$ cat src/rtl/button_select_if.sv
// Button inputs and select/enable outputs between the board buttons and the
// mux/demux select stage.
interface button_select_if;
    logic       btnL;
    logic       btnU;
    logic       btnD;
    logic       btnR;
    logic       btnC;
    logic [1:0] mux_sel;
    logic [1:0] demux_sel;
    logic       enable;
    logic [4:0] btn_level;

    modport master (
        output btnL, btnU, btnD, btnR, btnC,
        input  mux_sel, demux_sel, enable, btn_level
    );

    modport slave (
        input  btnL, btnU, btnD, btnR, btnC,
        output mux_sel, demux_sel, enable, btn_level
    );
endinterface

$ cat src/rtl/button_select_ctrl.sv
// Synchronizes and debounces five push buttons and turns clean presses into
// registered mux/demux selects and a demux enable.
module button_select_ctrl #(
    parameter int DEBOUNCE_CYCLES = 1000000,
    parameter int CNT_W           = $clog2(DEBOUNCE_CYCLES + 1)
) (
    input logic            clk,
    input logic            rst_n,
    button_select_if.slave bus
);

    localparam logic [CNT_W-1:0] CNT_LAST = CNT_W'(DEBOUNCE_CYCLES - 1);

    // Bit order everywhere: {C, R, D, U, L}
    logic [4:0]       raw;
    logic [4:0]       sync_p0;
    logic [4:0]       sync_p1;
    logic [4:0]       level_p2;
    logic [CNT_W-1:0] cnt_p2 [5];
    logic [4:0]       level_p3;
    logic [4:0]       press;
    logic [1:0]       mux_sel;
    logic [1:0]       demux_sel;
    logic             enable;

    // Modulo-4 step; opposing presses in the same cycle cancel.
    function automatic logic [1:0] step_sel(input logic [1:0] sel,
                                            input logic       up,
                                            input logic       dn);
        if (up && !dn)
            return sel + 2'd1;
        else if (dn && !up)
            return sel - 2'd1;
        else
            return sel;
    endfunction

    assign raw = {bus.btnC, bus.btnR, bus.btnD, bus.btnU, bus.btnL};

    // Stage p0/p1: two-flop synchronizer
    always_ff @(posedge clk or negedge rst_n) begin
        if (!rst_n) begin
            sync_p0 <= '0;
            sync_p1 <= '0;
        end else begin
            sync_p0 <= raw;
            sync_p1 <= sync_p0;
        end
    end

    // Stage p2: debounced level, accepted after DEBOUNCE_CYCLES differing samples
    always_ff @(posedge clk or negedge rst_n) begin
        if (!rst_n) begin
            level_p2 <= '0;
            for (int i = 0; i < 5; i++) cnt_p2[i] <= '0;
        end else begin
            for (int i = 0; i < 5; i++) begin
                if (sync_p1[i] == level_p2[i]) begin
                    cnt_p2[i] <= '0;
                end else if (cnt_p2[i] == CNT_LAST) begin
                    level_p2[i] <= sync_p1[i];
                    cnt_p2[i]   <= '0;
                end else begin
                    cnt_p2[i] <= cnt_p2[i] + CNT_W'(1);
                end
            end
        end
    end

    // Stage p3: previous level for rising-edge (press) detection
    always_ff @(posedge clk or negedge rst_n) begin
        if (!rst_n) level_p3 <= '0;
        else        level_p3 <= level_p2;
    end

    assign press = level_p2 & ~level_p3;

    // Stage p3: select/enable state driven by press events
    always_ff @(posedge clk or negedge rst_n) begin
        if (!rst_n) begin
            mux_sel   <= 2'd0;
            demux_sel <= 2'd0;
            enable    <= 1'b0;
        end else begin
            mux_sel   <= step_sel(mux_sel, press[1], press[0]);
            demux_sel <= step_sel(demux_sel, press[3], press[2]);
            enable    <= enable ^ press[4];
        end
    end

    assign bus.mux_sel   = mux_sel;
    assign bus.demux_sel = demux_sel;
    assign bus.enable    = enable;
    assign bus.btn_level = level_p2;

endmodule
$ cat src/flat_wrapper.sv
// flat-port wrapper written by rule: the top's interface ports become plain ports
module button_select_ctrl_flat 
#(
    parameter int DEBOUNCE_CYCLES = 1000000,
    parameter int CNT_W           = $clog2(DEBOUNCE_CYCLES + 1)
)
  (clk, rst_n, bus_btnL, bus_btnU, bus_btnD, bus_btnR, bus_btnC, bus_mux_sel, bus_demux_sel, bus_enable, bus_btn_level);
  button_select_if bus_i ();
  input logic clk;
  input logic rst_n;
  input wire logic [$bits(bus_i.btnL)-1:0] bus_btnL;
  input wire logic [$bits(bus_i.btnU)-1:0] bus_btnU;
  input wire logic [$bits(bus_i.btnD)-1:0] bus_btnD;
  input wire logic [$bits(bus_i.btnR)-1:0] bus_btnR;
  input wire logic [$bits(bus_i.btnC)-1:0] bus_btnC;
  output wire logic [$bits(bus_i.mux_sel)-1:0] bus_mux_sel;
  output wire logic [$bits(bus_i.demux_sel)-1:0] bus_demux_sel;
  output wire logic [$bits(bus_i.enable)-1:0] bus_enable;
  output wire logic [$bits(bus_i.btn_level)-1:0] bus_btn_level;
  assign bus_i.btnL = bus_btnL;
  assign bus_i.btnU = bus_btnU;
  assign bus_i.btnD = bus_btnD;
  assign bus_i.btnR = bus_btnR;
  assign bus_i.btnC = bus_btnC;
  assign bus_mux_sel = bus_i.mux_sel;
  assign bus_demux_sel = bus_i.demux_sel;
  assign bus_enable = bus_i.enable;
  assign bus_btn_level = bus_i.btn_level;
  button_select_ctrl #(.DEBOUNCE_CYCLES(DEBOUNCE_CYCLES), .CNT_W(CNT_W)) u_core (.clk(clk), .rst_n(rst_n), .bus(bus_i));
endmodule
$ cat config.mk
export PLATFORM = sky130hd
export DESIGN_NAME = button_select_ctrl_flat
export DESIGN_NICKNAME = d
export VERILOG_FILES = /design/src/rtl/button_select_if.sv /design/src/rtl/button_select_ctrl.sv /design/src/flat_wrapper.sv
export SDC_FILE = /design/constraint.sdc
export NUM_CORES = 1
export LEC_CHECK = 0
export CAP_MARGIN = 20
export CORE_MARGIN = 1.5
export CORE_UTILIZATION = 60
export CTS_BUF_LIST = sky130_fd_sc_hd__clkbuf_8
export CTS_CLUSTER_DIAMETER = 80
export DETAILED_ROUTE_END_ITERATION = 7
export PLACE_DENSITY = 0.78
export SYNTH_ARGS = -nofsm -noshare
export SYNTH_HDL_FRONTEND = slang
export SYNTH_SLANG_ARGS = --single-unit
export TNS_END_PERCENT = 50
$ cat constraint.sdc
create_clock -name clk -period 6.6 [get_ports clk]
set_input_delay 1.32 -clock clk [delete_from_list [all_inputs] [get_ports clk]]
set_output_delay 1.32 -clock clk [all_outputs]
set_load 0.02 [all_outputs]
==> metrics.cfg <==
[status]
status = completed

[sta]
drv_slew = 0
period_minus_slack_ps = 2810
maxSlewHeadroom_pct = 55.1
finalSetupTns_ps = 0
fin_crit_sh_pct = 42.5
hold_violations = 0
tightest_slew_ps = 669
timing.fmax_mhz = 356
rsz0062_at_grt = false
layout_setup_ws_ps = 3790
whs_ps = 338
setup_violations = 0
clock_skew_ps = 9.14

[synth]
ys_seq_area_share_pct = 53.5
synth_edf_count = 0
syn-num-nets = 592
async_flop_share_pct = 100
synthCells = 578
syn_area_per_cell_sq_um = 10.1
synth_top_flop_cell = dfrtp_1
netlist_area_sq_um = 5840
synth-warning-count = 0
synth.distinct_cells = 36
synth_seq_cells = 125

[die]
fp-row-count = 35
die_w_um = 102
die-height_um = 102
initial_utilization_pct = 62.7
io_pins = 17
dieArea_sq_um = 10300
placeableCoreArea_sq_um = 9330

[route]
vias_per_cell = 5.65
drcViolationCount = 0
drt_first_iter_violations = 227
dr.pass1.iters = 4
vias = 4203
routed_wl_um = 10500
wl_per_cell_um = 14.2
ant_nets = 0

[worst_setup_path]
crit_type = register to output pin
slowest_delay_ps = 630
critPathMaxFanout = 5
ff2ff_path_depth = 5
crit_chain = clkdlybuf4s50_1
cp_num_buf_inv = 1
crit_slowest_cell = clkdlybuf4s50_1
crit_path_start_kind = register
cp-endpoint = bus_btn_level[2]
cp-startpoint = u_core.bus.btn_level[2]$_DFFE_PN0P_
critPathTopFamily = buffers and inverters
rrSetupSlack_ps = 4290
worstPathArrival_ps = 1490
path_depth = 1
endpoint_kind = output pin
worstPathRequired_ps = 5280
r2r_start = u_core.cnt_p2[80]$_DFF_PN0_
regToRegEndpoint = u_core.bus.btn_level[0]$_DFFE_PN0P_

[place]
place_inst = 713
numPortBuffers = 16
dpl-instance-area_sq_um = 6120
pre_cts_slack_ps = 3790
place.gp.congestion = 0.804
place_hpwl_um = 6990

[power_and_ir_drop]
p_total_mw = 1.49
power_frac_seq_pct = 52.9
power.switching_uw = 324
p_leak_nw = 2.69
p_per_area_nw_per_um2 = 227
pwr-share-clk_pct = 44.0
combinationalPowerShare_pct = 3.2
max-vdd-ir-drop_uv = 169
p_sw_share_pct = 21.8
internal-power_mw = 1.16

[grt]
grt_pass1_wl_um = 18400
grt_util_met2_pct = 39.0
grt_max_degree = 82
grt_usage_pct = 22.9
overflow = 0
grt_util_met1_pct = 28.4
met3_usage_pct = 6.63
antenna_found_initial = 0
first_global_vias = 4224
top_usage_layer = met2

[layout]
finalInstanceArea_sq_um = 6530
area_growth_pct = 11.8
fin_nets = 618
instances_no_fill = 744
post-route-util_pct = 70.0
antennaDiodeCount = 0
drive_gt1_share_pct = 7.97

[clock_tree]
clockBufferDepth = 2
cts_tree = built
clkLatencyLatePin_ps = 430
cts_buffers = 17
clkSinkCount = 125
clk_pin_slew_ps = 70
holdBufCountCts = 0
cts_resized = 0
cts_root_buffer = clkbuf_8
postCtsSetupBuffers = 0
htree_levels = 4

[flow_run]
drv_cap = 0

[worst_hold_path]
hp-class = register to register

==> sequential cells by signal (all words and copies together), names as in the netlist <==
register	flops
u_core.level_p3	5
u_core.bus.demux_sel	2
u_core.bus.enable	1
u_core.bus.btn_level	5
u_core.cnt_p2	100
u_core.bus.mux_sel	2
u_core.sync_p0	5
u_core.sync_p1	5
==> routing by layer <==
layer  share of wire [%]  wire, um
met2                  50      5240
met4                0.95       100
met1                  46      4860
met3                 3.1       327
met5                   0         0
==> kinds of logic (layout without fill, tap and decap cells) <==
family / Yosys count / count (layout) / share of synthesized area, %
DFF: 125 / 125 / 53.5
xor gates and xnor gates: 69 / 69 / 10.3
and+or+nand+nor: 267 / 267 / 24.0
AOI/OAI and AO/OA: 69 / 69 / 6.79
muxes: 7 / 7 / 1.31
buffers and inverters: 34 / 71 / 2.55
adders and majority gates: 7 / 7 / 1.50
==> cells in the mapped netlist, types with 3 or more instances <==
cell type / count / area share, %
xor2_1: 28 / 4.2
dfrtp_1: 125 / 54
and2_1: 6 / 0.64
nor4b_1: 3 / 0.45
ha_1: 7 / 1.5
nand3_2: 3 / 0.51
nand2_1: 31 / 2.0
mux2_2: 5 / 0.96
nor2b_1: 4 / 0.43
or3_1: 23 / 2.5
inv_1: 20 / 1.3
nand3_1: 34 / 2.9
o21ai_0: 23 / 2.0
a21oi_1: 31 / 2.7
nand4_1: 16 / 1.7
or4_1: 17 / 2.2
xnor2_1: 41 / 6.1
nand2b_1: 4 / 0.43
and3_1: 12 / 1.3
buf_2: 5 / 0.43
o31ai_1: 10 / 1.3
nor2_1: 78 / 5.0
nor3_1: 13 / 1.1
nor4_1: 14 / 1.5
clkbuf_1: 7 / 0.45
==> layout by cell type, fill, tap and decap left out, types with 18 or more instances in the layout <==
| cell | n |
|---|---|
| dfrtp_1 | 125 |
| nor2_1 | 78 |
| xnor2_1 | 41 |
| nand3_1 | 34 |
| nand2_1 | 31 |
| a21oi_1 | 31 |
| xor2_1 | 28 |
| inv_1 | 24 |
| o21ai_0 | 23 |
| or3_1 | 23 |
| clkbuf_8 | 18 |
==> worst min path at each step <==
stage / startpoint / endpoint / slack [ps] / cells past startpoint
floorplan: u_core.sync_p0[0]$_DFF_PN0_ / u_core.sync_p1[0]$_DFF_PN0_ / 330 / 0
global placement: u_core.sync_p0[1]$_DFF_PN0_ / u_core.sync_p1[1]$_DFF_PN0_ / 340 / 0
detailed placement: u_core.sync_p0[1]$_DFF_PN0_ / u_core.sync_p1[1]$_DFF_PN0_ / 340 / 0
CTS: u_core.sync_p0[1]$_DFF_PN0_ / u_core.sync_p1[1]$_DFF_PN0_ / 340 / 0
global route: u_core.sync_p0[1]$_DFF_PN0_ / u_core.sync_p1[1]$_DFF_PN0_ / 360 / 0
finish: u_core.sync_p0[1]$_DFF_PN0_ / u_core.sync_p1[1]$_DFF_PN0_ / 340 / 0
==> cell type report <==
| cell class | instances | area (sq um) |
|---|---|---|
| inverters | 20 | 75.1 |
| repair buffers | 21 | 215 |
| fillers | 699 | 2800 |
| multi-input cells | 419 | 2570 |
| well taps | 129 | 161 |
| clock buffers | 18 | 248 |
| clock inverters | 12 | 133 |
| flip-flops and latches | 125 | 3130 |
==> power groups by stage <==
stage / clock network, mW / logic, mW / registers (mW)
floorplan: 0 / 0.0226 / 0.798
global placement: 0 / 0.0448 / 0.799
detailed placement: 0 / 0.0460 / 0.800
CTS: 0.666 / 0.0465 / 0.785
global route: 0.702 / 0.0545 / 0.786
finish: 0.653 / 0.0469 / 0.786
Note: power is estimated with default switching activity, not from simulation.
==> variant: new RTL, same settings <==
`DEBOUNCE_CYCLES` is set to 1000000 in 2 places; all go to 4000000.
--- a/src/rtl/button_select_ctrl.sv
+++ b/src/rtl/button_select_ctrl.sv
@@ -2,5 +2,5 @@
 // registered mux/demux selects and a demux enable.
 module button_select_ctrl #(
-    parameter int DEBOUNCE_CYCLES = 1000000,
+    parameter int DEBOUNCE_CYCLES = 4000000,
     parameter int CNT_W           = $clog2(DEBOUNCE_CYCLES + 1)
 ) (
--- a/src/flat_wrapper.sv
+++ b/src/flat_wrapper.sv
@@ -2,5 +2,5 @@
 module button_select_ctrl_flat 
 #(
-    parameter int DEBOUNCE_CYCLES = 1000000,
+    parameter int DEBOUNCE_CYCLES = 4000000,
     parameter int CNT_W           = $clog2(DEBOUNCE_CYCLES + 1)
 )
Function: no difference found for any inputs over 10 cycles, from zero or initial values and one cycle with rst_n low; that may be too few to reach the edited logic, so the function may still have changed.
==> variant against the unedited design <==
Non-clock buffer count is the same. Sequential cell count grew 10. Critical path depth is the same. Total power grew 13%. Area after synthesis grew 9.4%. Utilization shrank 0.84 points. Setup slack lost 0.051 ns. Clock power grew 20%. Routed wire length grew 12%. Final area grew 9.3%.
==> variant: results (changes against the unedited design) <==
[run_status]
status = finished, final reports clean

[yosys]
synth_top_cells_by_count = dfrtp_1 (135), nor2_1 (79), a21oi_1 (38), nand3_1 (38)
synth_area_leaders = dfrtp_1 (53%), xnor2_1 (5.1%), xor2_1 (5.1%), nor2_1 (4.6%), a21oi_1 (3.0%)
synth-adder-area-share_pct = 1.37  ; -0.13 points
synth_nets = 652  ; +10%
synth_compound_area_share_pct = 7.18  ; +0.40 points
synthXorXnorAreaFrac_pct = 10.1  ; -0.20 points
yosysUniqueCellTypes = 37  ; +2.8%
ys_seq_area_share_pct = 52.8  ; -0.68 points
synthMuxAreaShare_pct = 0.881  ; -0.43 points

[final_layout]
fillers = 772  ; +10%
drive_above_1_share_pct = 9.15  ; +1.2 points

[worst_setup_path]
arrival_ns = 1.54  ; +0.05 ns
r2r-start = u_core.cnt_p2[54]
slowest_delay_ns = 0.66  ; +0.03 ns
crit_start = u_core.bus.btn_level[0]

[power_and_ir_drop]
peakVddDrop_mv = 0.179  ; +6.0%
power_leakage_uw = 0.00293  ; +8.9%

[drt]
wl_per_cell_um = 14.8  ; +4.2%
dr_wl_met3_um = 387  ; +18%
met1_length_um = 5420  ; +11%
dr_total_vias = 4720  ; +12%
firstDrtPassIters = 5  ; +1

[min_path]
worst_hold_startpoint = u_core.sync_p0[0]

[place]
hpwl_um = 7950  ; +14%

[sta]
finClkSkew_ns = 0.00894  ; -0.000196 ns

[grt]
grt_pass1_wl_um = 20800  ; +13%
grt_max_degree = 76  ; -7.3%
grt_usage_pct = 23.4  ; +0.43 points

==> variant: changes by cell type in the layout (fill, tap and decap cells not counted), moves of 4 or more <==
cell,unedited run,this run
a21oi_1,31,38
and4_1,0,9
dfrtp_1,125,135
inv_1,24,19
nand3_1,34,38
nand4_1,16,27
o31ai_1,9,14
or3_2,0,4
or4_1,17,21
xnor2_1,41,37
xor2_1,28,37
==> variant: layer usage <==
metal	vias to the layer above	GRT usage (%)
met4	0	10.9
met3	16	5.27
met1	2317	30.3
li1	2308	-
met5	-	0
met2	79	37.4
==> variant: logic make-up after synthesis <==
logic type / Yosys count
and+or+nand+nor: 294
DFF: 135
AOI/OAI and AO/OA: 81
xor gates and xnor gates: 74
buffers and inverters: 42
adders and majority gates: 7
muxes: 5
==> variant: power breakdown <==
group / switching [µW] / leakage, µW / internal, µW
registers: 8.76 / 0.00185 / 837
logic: 34.2 / 0.000858 / 14.1
clock network: 314 / 0.000225 / 467
==> variant: worst paths after layout <==
kind,endpoint,cells past startpoint,slack [ns]
hold / removal,u_core.sync_p1[0],0,0.35
setup reg to reg,u_core.cnt_p2[54],5,4.24
min in group asynchronous,u_core.cnt_p2[43],1,0.82
hold reg to reg,u_core.sync_p1[0],0,0.35
setup / recovery,bus_btn_level[0],1,3.74
max in group asynchronous,u_core.cnt_p2[60],2,4.49
==> variant: metrics by stage <==
step	worst slack [ns]	utilization [%]	instance area [µm²]	cells	hold WS [ns]
floorplan	4.59	-	6390	638	0.331
global placement	3.92	64.7	6680	771	0.335
detailed placement	3.89	64.7	6680	771	0.335
CTS	3.70	69.2	7140	803	0.352
global route	3.68	69.2	7140	803	0.360
finish	3.74	69.2	7140	803	0.350
==> variant: area by class of cell <==
| cell class | instances | area [µm²] | area share [%] |
|---|---|---|---|
| flip-flops and latches | 135 | 3380 | 47.3 |
| multi-input cells | 461 | 2860 | 40.1 |
| clock buffers | 19 | 262 | 3.66 |
| clock inverters | 13 | 203 | 2.84 |
| repair buffers | 21 | 199 | 2.79 |
| well taps | 136 | 170 | 2.38 |
| inverters | 18 | 67.6 | 0.946 |
